--- src/rtl/mpu6502_lite.sv ---
// mpu6502_lite: compact 6502-compatible core (vector fetch, implied, read/ALU, store).
// Optional packed-BCD ADC/SBC when MPU_DECIMAL_EN is defined.
module mpu6502_lite #(
    parameter logic [15:0] RESET_VECTOR = 16'hFFFC
) (
    input  logic       CLK,
    input  logic       RES,
    input  logic       RDY,
    input  logic [7:0] DB_IN,
    output logic       R_W,
    output logic [7:0] ABL,
    output logic [7:0] ABH,
    output logic [7:0] DB_OUT
);

    typedef enum logic [2:0] {S_V0, S_V1, S_T0, S_T1, S_T2, S_T3} state_t;
    typedef enum logic [1:0] {M_IMP, M_IMM, M_ZP, M_ABS} mode_t;
    typedef enum logic [5:0] {
        OP_NOP, OP_TAX, OP_TXA, OP_TAY, OP_TYA, OP_TSX, OP_TXS,
        OP_INX, OP_INY, OP_DEX, OP_DEY, OP_CLC, OP_SEC, OP_CLI, OP_SEI,
        OP_CLV, OP_CLD, OP_SED, OP_ASL, OP_LSR, OP_ROL, OP_ROR,
        OP_LDA, OP_LDX, OP_LDY, OP_ADC, OP_SBC, OP_AND, OP_ORA, OP_EOR,
        OP_CMP, OP_CPX, OP_CPY, OP_BIT, OP_STA, OP_STX, OP_STY
    } op_t;

    state_t      r_state, w_state_next;
    logic [7:0]  r_ir, r_a, r_x, r_y, r_s, r_p, r_adl, r_adh;
    logic [15:0] r_pc;

    op_t         w_op;
    mode_t       w_mode;
    logic        w_last, w_store, w_wr, w_set_nz;
    logic [7:0]  w_a, w_x, w_y, w_s, w_p, w_nz_val, w_m_eff, w_cmp_reg, w_wdata;
    logic [7:0]  w_adc_res;
    logic        w_adc_c;
    logic [8:0]  w_sum, w_diff;
    logic [15:0] w_addr;

    // Memory-mode opcodes share one layout: IR[3:2]=01 zero page, 11 absolute, else immediate.
    always_comb begin
        w_op   = OP_NOP;
        w_mode = M_IMP;
        case (r_ir)
            8'hAA: w_op = OP_TAX;  8'h8A: w_op = OP_TXA;  8'hA8: w_op = OP_TAY;
            8'h98: w_op = OP_TYA;  8'hBA: w_op = OP_TSX;  8'h9A: w_op = OP_TXS;
            8'hE8: w_op = OP_INX;  8'hC8: w_op = OP_INY;  8'hCA: w_op = OP_DEX;
            8'h88: w_op = OP_DEY;  8'h18: w_op = OP_CLC;  8'h38: w_op = OP_SEC;
            8'h58: w_op = OP_CLI;  8'h78: w_op = OP_SEI;  8'hB8: w_op = OP_CLV;
            8'hD8: w_op = OP_CLD;  8'hF8: w_op = OP_SED;  8'h0A: w_op = OP_ASL;
            8'h4A: w_op = OP_LSR;  8'h2A: w_op = OP_ROL;  8'h6A: w_op = OP_ROR;
            8'hA9, 8'hA5, 8'hAD: w_op = OP_LDA;
            8'hA2, 8'hA6, 8'hAE: w_op = OP_LDX;
            8'hA0, 8'hA4, 8'hAC: w_op = OP_LDY;
            8'h69, 8'h65, 8'h6D: w_op = OP_ADC;
            8'hE9, 8'hE5, 8'hED: w_op = OP_SBC;
            8'h29, 8'h25, 8'h2D: w_op = OP_AND;
            8'h09, 8'h05, 8'h0D: w_op = OP_ORA;
            8'h49, 8'h45, 8'h4D: w_op = OP_EOR;
            8'hC9, 8'hC5, 8'hCD: w_op = OP_CMP;
            8'hE0, 8'hE4, 8'hEC: w_op = OP_CPX;
            8'hC0, 8'hC4, 8'hCC: w_op = OP_CPY;
            8'h24, 8'h2C:        w_op = OP_BIT;
            8'h85, 8'h8D:        w_op = OP_STA;
            8'h86, 8'h8E:        w_op = OP_STX;
            8'h84, 8'h8C:        w_op = OP_STY;
            default:             w_op = OP_NOP;
        endcase
        if (w_op >= OP_LDA)
            w_mode = (r_ir[3:2] == 2'b01) ? M_ZP : (r_ir[3:2] == 2'b11) ? M_ABS : M_IMM;
    end

    assign w_store = (w_op == OP_STA) || (w_op == OP_STX) || (w_op == OP_STY);
    assign w_last  = ((r_state == S_T1) && ((w_mode == M_IMP) || (w_mode == M_IMM))) ||
                     ((r_state == S_T2) && (w_mode == M_ZP)) ||
                     ((r_state == S_T3) && (w_mode == M_ABS));

    assign w_m_eff   = (w_op == OP_SBC) ? ~DB_IN : DB_IN;
    assign w_sum     = {1'b0, r_a} + {1'b0, w_m_eff} + {8'd0, r_p[0]};
    assign w_cmp_reg = (w_op == OP_CPX) ? r_x : (w_op == OP_CPY) ? r_y : r_a;
    assign w_diff    = {1'b0, w_cmp_reg} + {1'b0, ~DB_IN} + 9'd1;

`ifdef MPU_DECIMAL_EN
    logic [4:0] w_lo, w_hi;
    logic [5:0] w_slo, w_shi;
    logic       w_sbl;
    // BCD result replaces the binary sum; V always comes from the binary path.
    always_comb begin
        w_adc_res = w_sum[7:0];
        w_adc_c   = w_sum[8];
        w_lo = {1'b0, r_a[3:0]} + {1'b0, DB_IN[3:0]} + {4'd0, r_p[0]};
        if (w_lo > 5'd9) w_lo = w_lo + 5'd6;
        w_hi = {1'b0, r_a[7:4]} + {1'b0, DB_IN[7:4]} + {4'd0, w_lo[4]};
        if (w_hi > 5'd9) w_hi = w_hi + 5'd6;
        w_slo = {2'b0, r_a[3:0]} - {2'b0, DB_IN[3:0]} - {5'd0, ~r_p[0]};
        w_sbl = w_slo[5];
        if (w_sbl) w_slo = w_slo - 6'd6;
        w_shi = {2'b0, r_a[7:4]} - {2'b0, DB_IN[7:4]} - {5'd0, w_sbl};
        if (w_shi[5]) w_shi = w_shi - 6'd6;
        if (r_p[3]) begin
            if (w_op == OP_SBC) begin
                w_adc_res = {w_shi[3:0], w_slo[3:0]};
            end else begin
                w_adc_res = {w_hi[3:0], w_lo[3:0]};
                w_adc_c   = w_hi[4];
            end
        end
    end
`else
    always_comb begin
        w_adc_res = w_sum[7:0];
        w_adc_c   = w_sum[8];
    end
`endif

    always_comb begin
        w_a = r_a; w_x = r_x; w_y = r_y; w_s = r_s; w_p = r_p;
        w_set_nz = 1'b1;
        w_nz_val = 8'h00;
        case (w_op)
            OP_TAX: begin w_x = r_a; w_nz_val = r_a; end
            OP_TXA: begin w_a = r_x; w_nz_val = r_x; end
            OP_TAY: begin w_y = r_a; w_nz_val = r_a; end
            OP_TYA: begin w_a = r_y; w_nz_val = r_y; end
            OP_TSX: begin w_x = r_s; w_nz_val = r_s; end
            OP_TXS: begin w_s = r_x; w_set_nz = 1'b0; end
            OP_INX: begin w_x = r_x + 8'd1; w_nz_val = w_x; end
            OP_INY: begin w_y = r_y + 8'd1; w_nz_val = w_y; end
            OP_DEX: begin w_x = r_x - 8'd1; w_nz_val = w_x; end
            OP_DEY: begin w_y = r_y - 8'd1; w_nz_val = w_y; end
            OP_CLC: begin w_p[0] = 1'b0; w_set_nz = 1'b0; end
            OP_SEC: begin w_p[0] = 1'b1; w_set_nz = 1'b0; end
            OP_CLI: begin w_p[2] = 1'b0; w_set_nz = 1'b0; end
            OP_SEI: begin w_p[2] = 1'b1; w_set_nz = 1'b0; end
            OP_CLV: begin w_p[6] = 1'b0; w_set_nz = 1'b0; end
            OP_CLD: begin w_p[3] = 1'b0; w_set_nz = 1'b0; end
            OP_SED: begin w_p[3] = 1'b1; w_set_nz = 1'b0; end
            OP_ASL: begin w_a = {r_a[6:0], 1'b0};   w_p[0] = r_a[7]; w_nz_val = w_a; end
            OP_LSR: begin w_a = {1'b0, r_a[7:1]};   w_p[0] = r_a[0]; w_nz_val = w_a; end
            OP_ROL: begin w_a = {r_a[6:0], r_p[0]}; w_p[0] = r_a[7]; w_nz_val = w_a; end
            OP_ROR: begin w_a = {r_p[0], r_a[7:1]}; w_p[0] = r_a[0]; w_nz_val = w_a; end
            OP_LDA: begin w_a = DB_IN; w_nz_val = DB_IN; end
            OP_LDX: begin w_x = DB_IN; w_nz_val = DB_IN; end
            OP_LDY: begin w_y = DB_IN; w_nz_val = DB_IN; end
            OP_AND: begin w_a = r_a & DB_IN; w_nz_val = w_a; end
            OP_ORA: begin w_a = r_a | DB_IN; w_nz_val = w_a; end
            OP_EOR: begin w_a = r_a ^ DB_IN; w_nz_val = w_a; end
            OP_ADC, OP_SBC: begin
                w_a      = w_adc_res;
                w_p[0]   = w_adc_c;
                w_p[6]   = (r_a[7] == w_m_eff[7]) && (w_sum[7] != r_a[7]);
                w_nz_val = w_adc_res;
            end
            OP_CMP, OP_CPX, OP_CPY: begin w_p[0] = w_diff[8]; w_nz_val = w_diff[7:0]; end
            OP_BIT: begin
                w_set_nz = 1'b0;
                w_p[7] = DB_IN[7];
                w_p[6] = DB_IN[6];
                w_p[1] = ((r_a & DB_IN) == 8'h00);
            end
            default: w_set_nz = 1'b0;
        endcase
        if (w_set_nz) begin
            w_p[7] = w_nz_val[7];
            w_p[1] = (w_nz_val == 8'h00);
        end
    end

    always_comb begin
        w_state_next = r_state;
        case (r_state)
            S_V0:    w_state_next = S_V1;
            S_V1:    w_state_next = S_T0;
            S_T0:    w_state_next = S_T1;
            S_T1:    w_state_next = ((w_mode == M_IMP) || (w_mode == M_IMM)) ? S_T0 : S_T2;
            S_T2:    w_state_next = (w_mode == M_ZP) ? S_T0 : S_T3;
            S_T3:    w_state_next = S_T0;
            default: w_state_next = S_V0;
        endcase
    end

    always_ff @(posedge CLK) begin
        if (RES)      r_state <= S_V0;
        else if (RDY) r_state <= w_state_next;
    end

    always_ff @(posedge CLK) begin
        if (RES) begin
            r_a <= '0; r_x <= '0; r_y <= '0; r_s <= 8'hFD; r_p <= 8'h34;
            r_pc <= '0; r_ir <= '0; r_adl <= '0; r_adh <= '0;
        end else if (RDY) begin
            if (w_last) begin
                r_a <= w_a; r_x <= w_x; r_y <= w_y; r_s <= w_s; r_p <= w_p;
            end
            case (r_state)
                S_V0: r_pc[7:0]  <= DB_IN;
                S_V1: r_pc[15:8] <= DB_IN;
                S_T0: begin r_ir <= DB_IN; r_pc <= r_pc + 16'd1; end
                S_T1: if (w_mode != M_IMP) begin r_adl <= DB_IN; r_pc <= r_pc + 16'd1; end
                S_T2: if (w_mode == M_ABS) begin r_adh <= DB_IN; r_pc <= r_pc + 16'd1; end
                default: ;
            endcase
        end
    end

    // Bus outputs depend only on registered state, so a frozen core holds them.
    always_comb begin
        w_addr  = r_pc;
        w_wr    = 1'b0;
        w_wdata = (w_op == OP_STX) ? r_x : (w_op == OP_STY) ? r_y : r_a;
        case (r_state)
            S_V0: w_addr = RESET_VECTOR;
            S_V1: w_addr = RESET_VECTOR + 16'd1;
            S_T2: if (w_mode == M_ZP) begin
                      w_addr = {8'h00, r_adl};
                      w_wr   = w_store;
                  end
            S_T3: begin w_addr = {r_adh, r_adl}; w_wr = w_store; end
            default: w_addr = r_pc;
        endcase
    end

    assign ABL    = w_addr[7:0];
    assign ABH    = w_addr[15:8];
    assign R_W    = ~w_wr;
    assign DB_OUT = w_wr ? w_wdata : 8'h00;

endmodule

--- config.mk ---
export PLATFORM = sky130hd
export DESIGN_NAME = mpu6502_lite
export DESIGN_NICKNAME = d
export VERILOG_FILES = /design/src/rtl/mpu6502_lite.sv
export SDC_FILE = /design/constraint.sdc
export NUM_CORES = 1
export LEC_CHECK = 0
export CAP_MARGIN = 40
export CORE_UTILIZATION = 64
export DETAILED_ROUTE_END_ITERATION = 10
export DONT_BUFFER_PORTS = 1
export PLACE_DENSITY = 0.89
export SYNTH_ARGS = -nofsm -noshare
export SYNTH_HDL_FRONTEND = slang
export SYNTH_SLANG_ARGS = --single-unit
--- constraint.sdc ---
create_clock -name CLK -period 3.7 [get_ports CLK]
set_input_delay 0.37 -clock CLK [delete_from_list [all_inputs] [get_ports CLK]]
set_output_delay 0.37 -clock CLK [all_outputs]
set_load 0.02 [all_outputs]
==> impl_metrics.py <==
metrics = {
    "status": {
        "status": "finished, final reports clean",
    },
    "synth": {
        "synth_top_area_share_pct": 21.9,
        "synth_edf_count": 0,
        "syn-cell-area_um2": 7480,
        "synthFlopType": "dfxtp_1",
        "async_reset_ff_share_pct": 0,
        "yosys_warnings": 0,
        "syn_inst": 989,
        "synthesis.nets": 1051,
        "yosysSeqAreaShare_pct": 21.9,
        "yosysTopAreaCell": "dfxtp_1",
        "ys_top_cells_by_area": "dfxtp_1 22%, ha_1 7.9%, nand2_1 5.5%",
        "ys_ff_latch": 82,
        "synth.distinct_cells": 86,
        "postSynthAreaPerCell_um2": 7.56,
    },
    "final_layout": {
        "final_core_util_pct": 69.6,
        "layout_common_cells": "109 x nand2_1, 106 x nor2_1, 82 x dfxtp_1, 64 x a21oi_1, 49 x o21ai_0",
        "instances_no_fill": 1115,
        "fillers": 977,
        "final_nets": 1029,
        "drive_above_1_share_pct": 8.44,
        "fin_area_um2": 7950,
        "area_growth_pct": 6.21,
        "final_common_cell": "nand2_1",
        "n_antenna_cell": 0,
    },
    "clock_tree": {
        "postCtsSetupRepairBufs": 0,
        "htree_levels": 3,
        "cts_buffers": 9,
        "cts.path.max_buffers": 2,
        "clkTransAtPathRegs_ns": 0.07,
        "cts_tree": "yes",
        "clk_latency_ns": 0.36,
        "cts_num_sinks": 82,
        "cts_root_buf": "clkbuf_16",
        "cts_resized": 0,
        "holdBufCountCts": 0,
    },
    "route": {
        "vias": 7933,
        "route.detailed.drc": 0,
        "ant_nets": 0,
        "dr.pass1.iters": 6,
        "drt-initial-drc-count": 1066,
        "vias_per_cell": 7.11,
        "wl_per_cell_um": 21.6,
        "postRouteWirelength_mm": 24.1,
    },
    "power": {
        "p_per_area_nw_per_um2": 268,
        "ir_drop_mv": 0.314,
        "p_leak_nw": 3.05,
    },
    "grt": {
        "grt-ovfl-total": 0,
        "grt_pass1_vias": 7154,
        "use_met3_pct": 13.0,
        "grt_pass1_wl_mm": 37.3,
        "grt_start_max_net_pins": 91,
        "met2_usage_pct": 60.1,
        "antenna_found_initial": 0,
        "busiest_layer": "met2",
        "grt_usage_pct": 40.3,
        "use_met1_pct": 51.6,
    },
    "hold_path": {
        "worstHoldPathType": "in -> reg",
    },
    "timing": {
        "min_period_ns": 3.40,
        "worst-slew-pin-transition_ns": 0.939,
        "max_freq_mhz": 294,
        "hold_viol": 0,
        "rsz0062_at_grt": "false",
        "fin_hold_ws_ns": 0.0814,
        "fin_skew_ns": 0.00579,
        "timing.setup.tns_ns": 0,
        "setup_viol": 0,
        "maxSlewHeadroom_pct": 36.9,
        "slew_violations": 0,
        "fin_crit_sh_pct": 92.0,
    },
    "die": {
        "placementRows": 39,
        "start_util_pct": 65.5,
        "io_pins": 36,
        "fp.dieArea_um2": 12100,
        "dieWidth_um": 110,
        "core_um2": 11400,
        "dieHeight_um": 110,
    },
    "worst_setup_path": {
        "crit_path_max_fanout": 15,
        "required_ns": 3.97,
        "criticalPathCategory": "reg -> reg",
        "end_kind": "flop",
        "cp.arrival_ns": 3.67,
        "start_kind": "flop",
    },
    "placed_design": {
        "gp_routability_congestion": 0.995,
        "dp_cells": 1099,
        "post_dp_cell_area_um2": 7630,
        "hpwlAfterDp_mm": 16.5,
        "place.port_buffers": 0,
    },
    "run": {
        "max_cap_viol_count": 0,
    },
}
critical path: stages, from the launching register on:
cell	delay, ns
dfxtp_1	0.37
buf_4	0.22
nor4b_1	0.42
nand2_1	0.41
mux2i_1	0.26
a21oi_1	0.09
ha_1	0.31
and4_1	0.21
o2111ai_1	0.13
o21bai_1	0.17
a221o_1	0.27
and4_1	0.20
a211oi_1	0.25
kinds of logic (layout without fill, tap and decap cells):
logic type | after synthesis | in the layout | share of synthesized area (%)
muxes | 39 | 39 | 5.40
buffers and inverters | 110 | 93 | 6.17
AOI/OAI and AO/OA | 326 | 326 | 31.6
DFF | 82 | 82 | 21.9
xor gates and xnor gates | 24 | 24 | 2.81
and+or+nand+nor | 357 | 357 | 23.1
adders and majority gates | 51 | 51 | 8.93
power breakdown:
part           leakage, nW  switching (mW)  internal, mW
Clock                0.153           0.401         0.594
Sequential           0.663          0.0192         0.897
Combinational         2.23           0.143        0.0759
path summary, 6_finish.rpt:
check	from	end	slack [ns]	cells after the start
setup / recovery	w_op[4]$_DFF_P_	r_p[0]$_SDFFE_PP0P_	0.30	12
hold / removal	RES	r_a[3]$_SDFFE_PP0P_	0.08	1
setup reg to reg	w_op[4]$_DFF_P_	r_p[0]$_SDFFE_PP0P_	0.30	12
hold reg to reg	r_s[0]$_SDFFE_PP1P_	r_s[0]$_SDFFE_PP1P_	0.48	2
cells in the mapped netlist (10+ instances only):
cell      instances
clkbuf_1         43
nor3_1           23
a211oi_1         15
xnor2_1          17
o211ai_1         10
buf_2            18
nand3_1          34
o21ai_0          49
a21oi_1          64
ha_1             47
mux2i_1          33
nor2_1          106
a222oi_1         11
o22ai_1          11
inv_1            40
a311oi_1         22
o21a_1           12
nand2_1         109
and3_1           11
dfxtp_1          82
a21o_1           16
a22oi_1          19
stage by stage:
step	power, mW	setup slack (ns)
floorplan	1.12	0.441
global placement	1.14	0.504
detailed placement	1.14	0.399
CTS	2.12	0.368
global route	2.17	0.0374
finish	2.13	0.297
area by class of cell:
type	count	area (um2)	area share, %
timing repair buffer	37	278	3.50
clock inverter	6	90.1	1.13
inverter	40	150	1.89
clock buffer	10	229	2.88
tap	143	179	2.25
sequential	82	1640	20.7
multi-input combinational	797	5380	67.7
state kept, by name, summed over array words and instances, names as in the netlist:
name and count:
r_pc 16, r_a 8, r_adh 8, r_adl 8, r_ir 8, r_s 8, r_x 8, r_y 8
w_op 6, r_state 3, r_p 1
per-layer routing:
layer	share of wire [%]	vias up	routed length, um
li1	-	3644	-
met1	39	3647	9390
met2	44	521	10500
met3	13	121	3010
met4	4.9	0	1170
met5	0	-	0
Note: power is estimated with default switching activity, not from simulation.
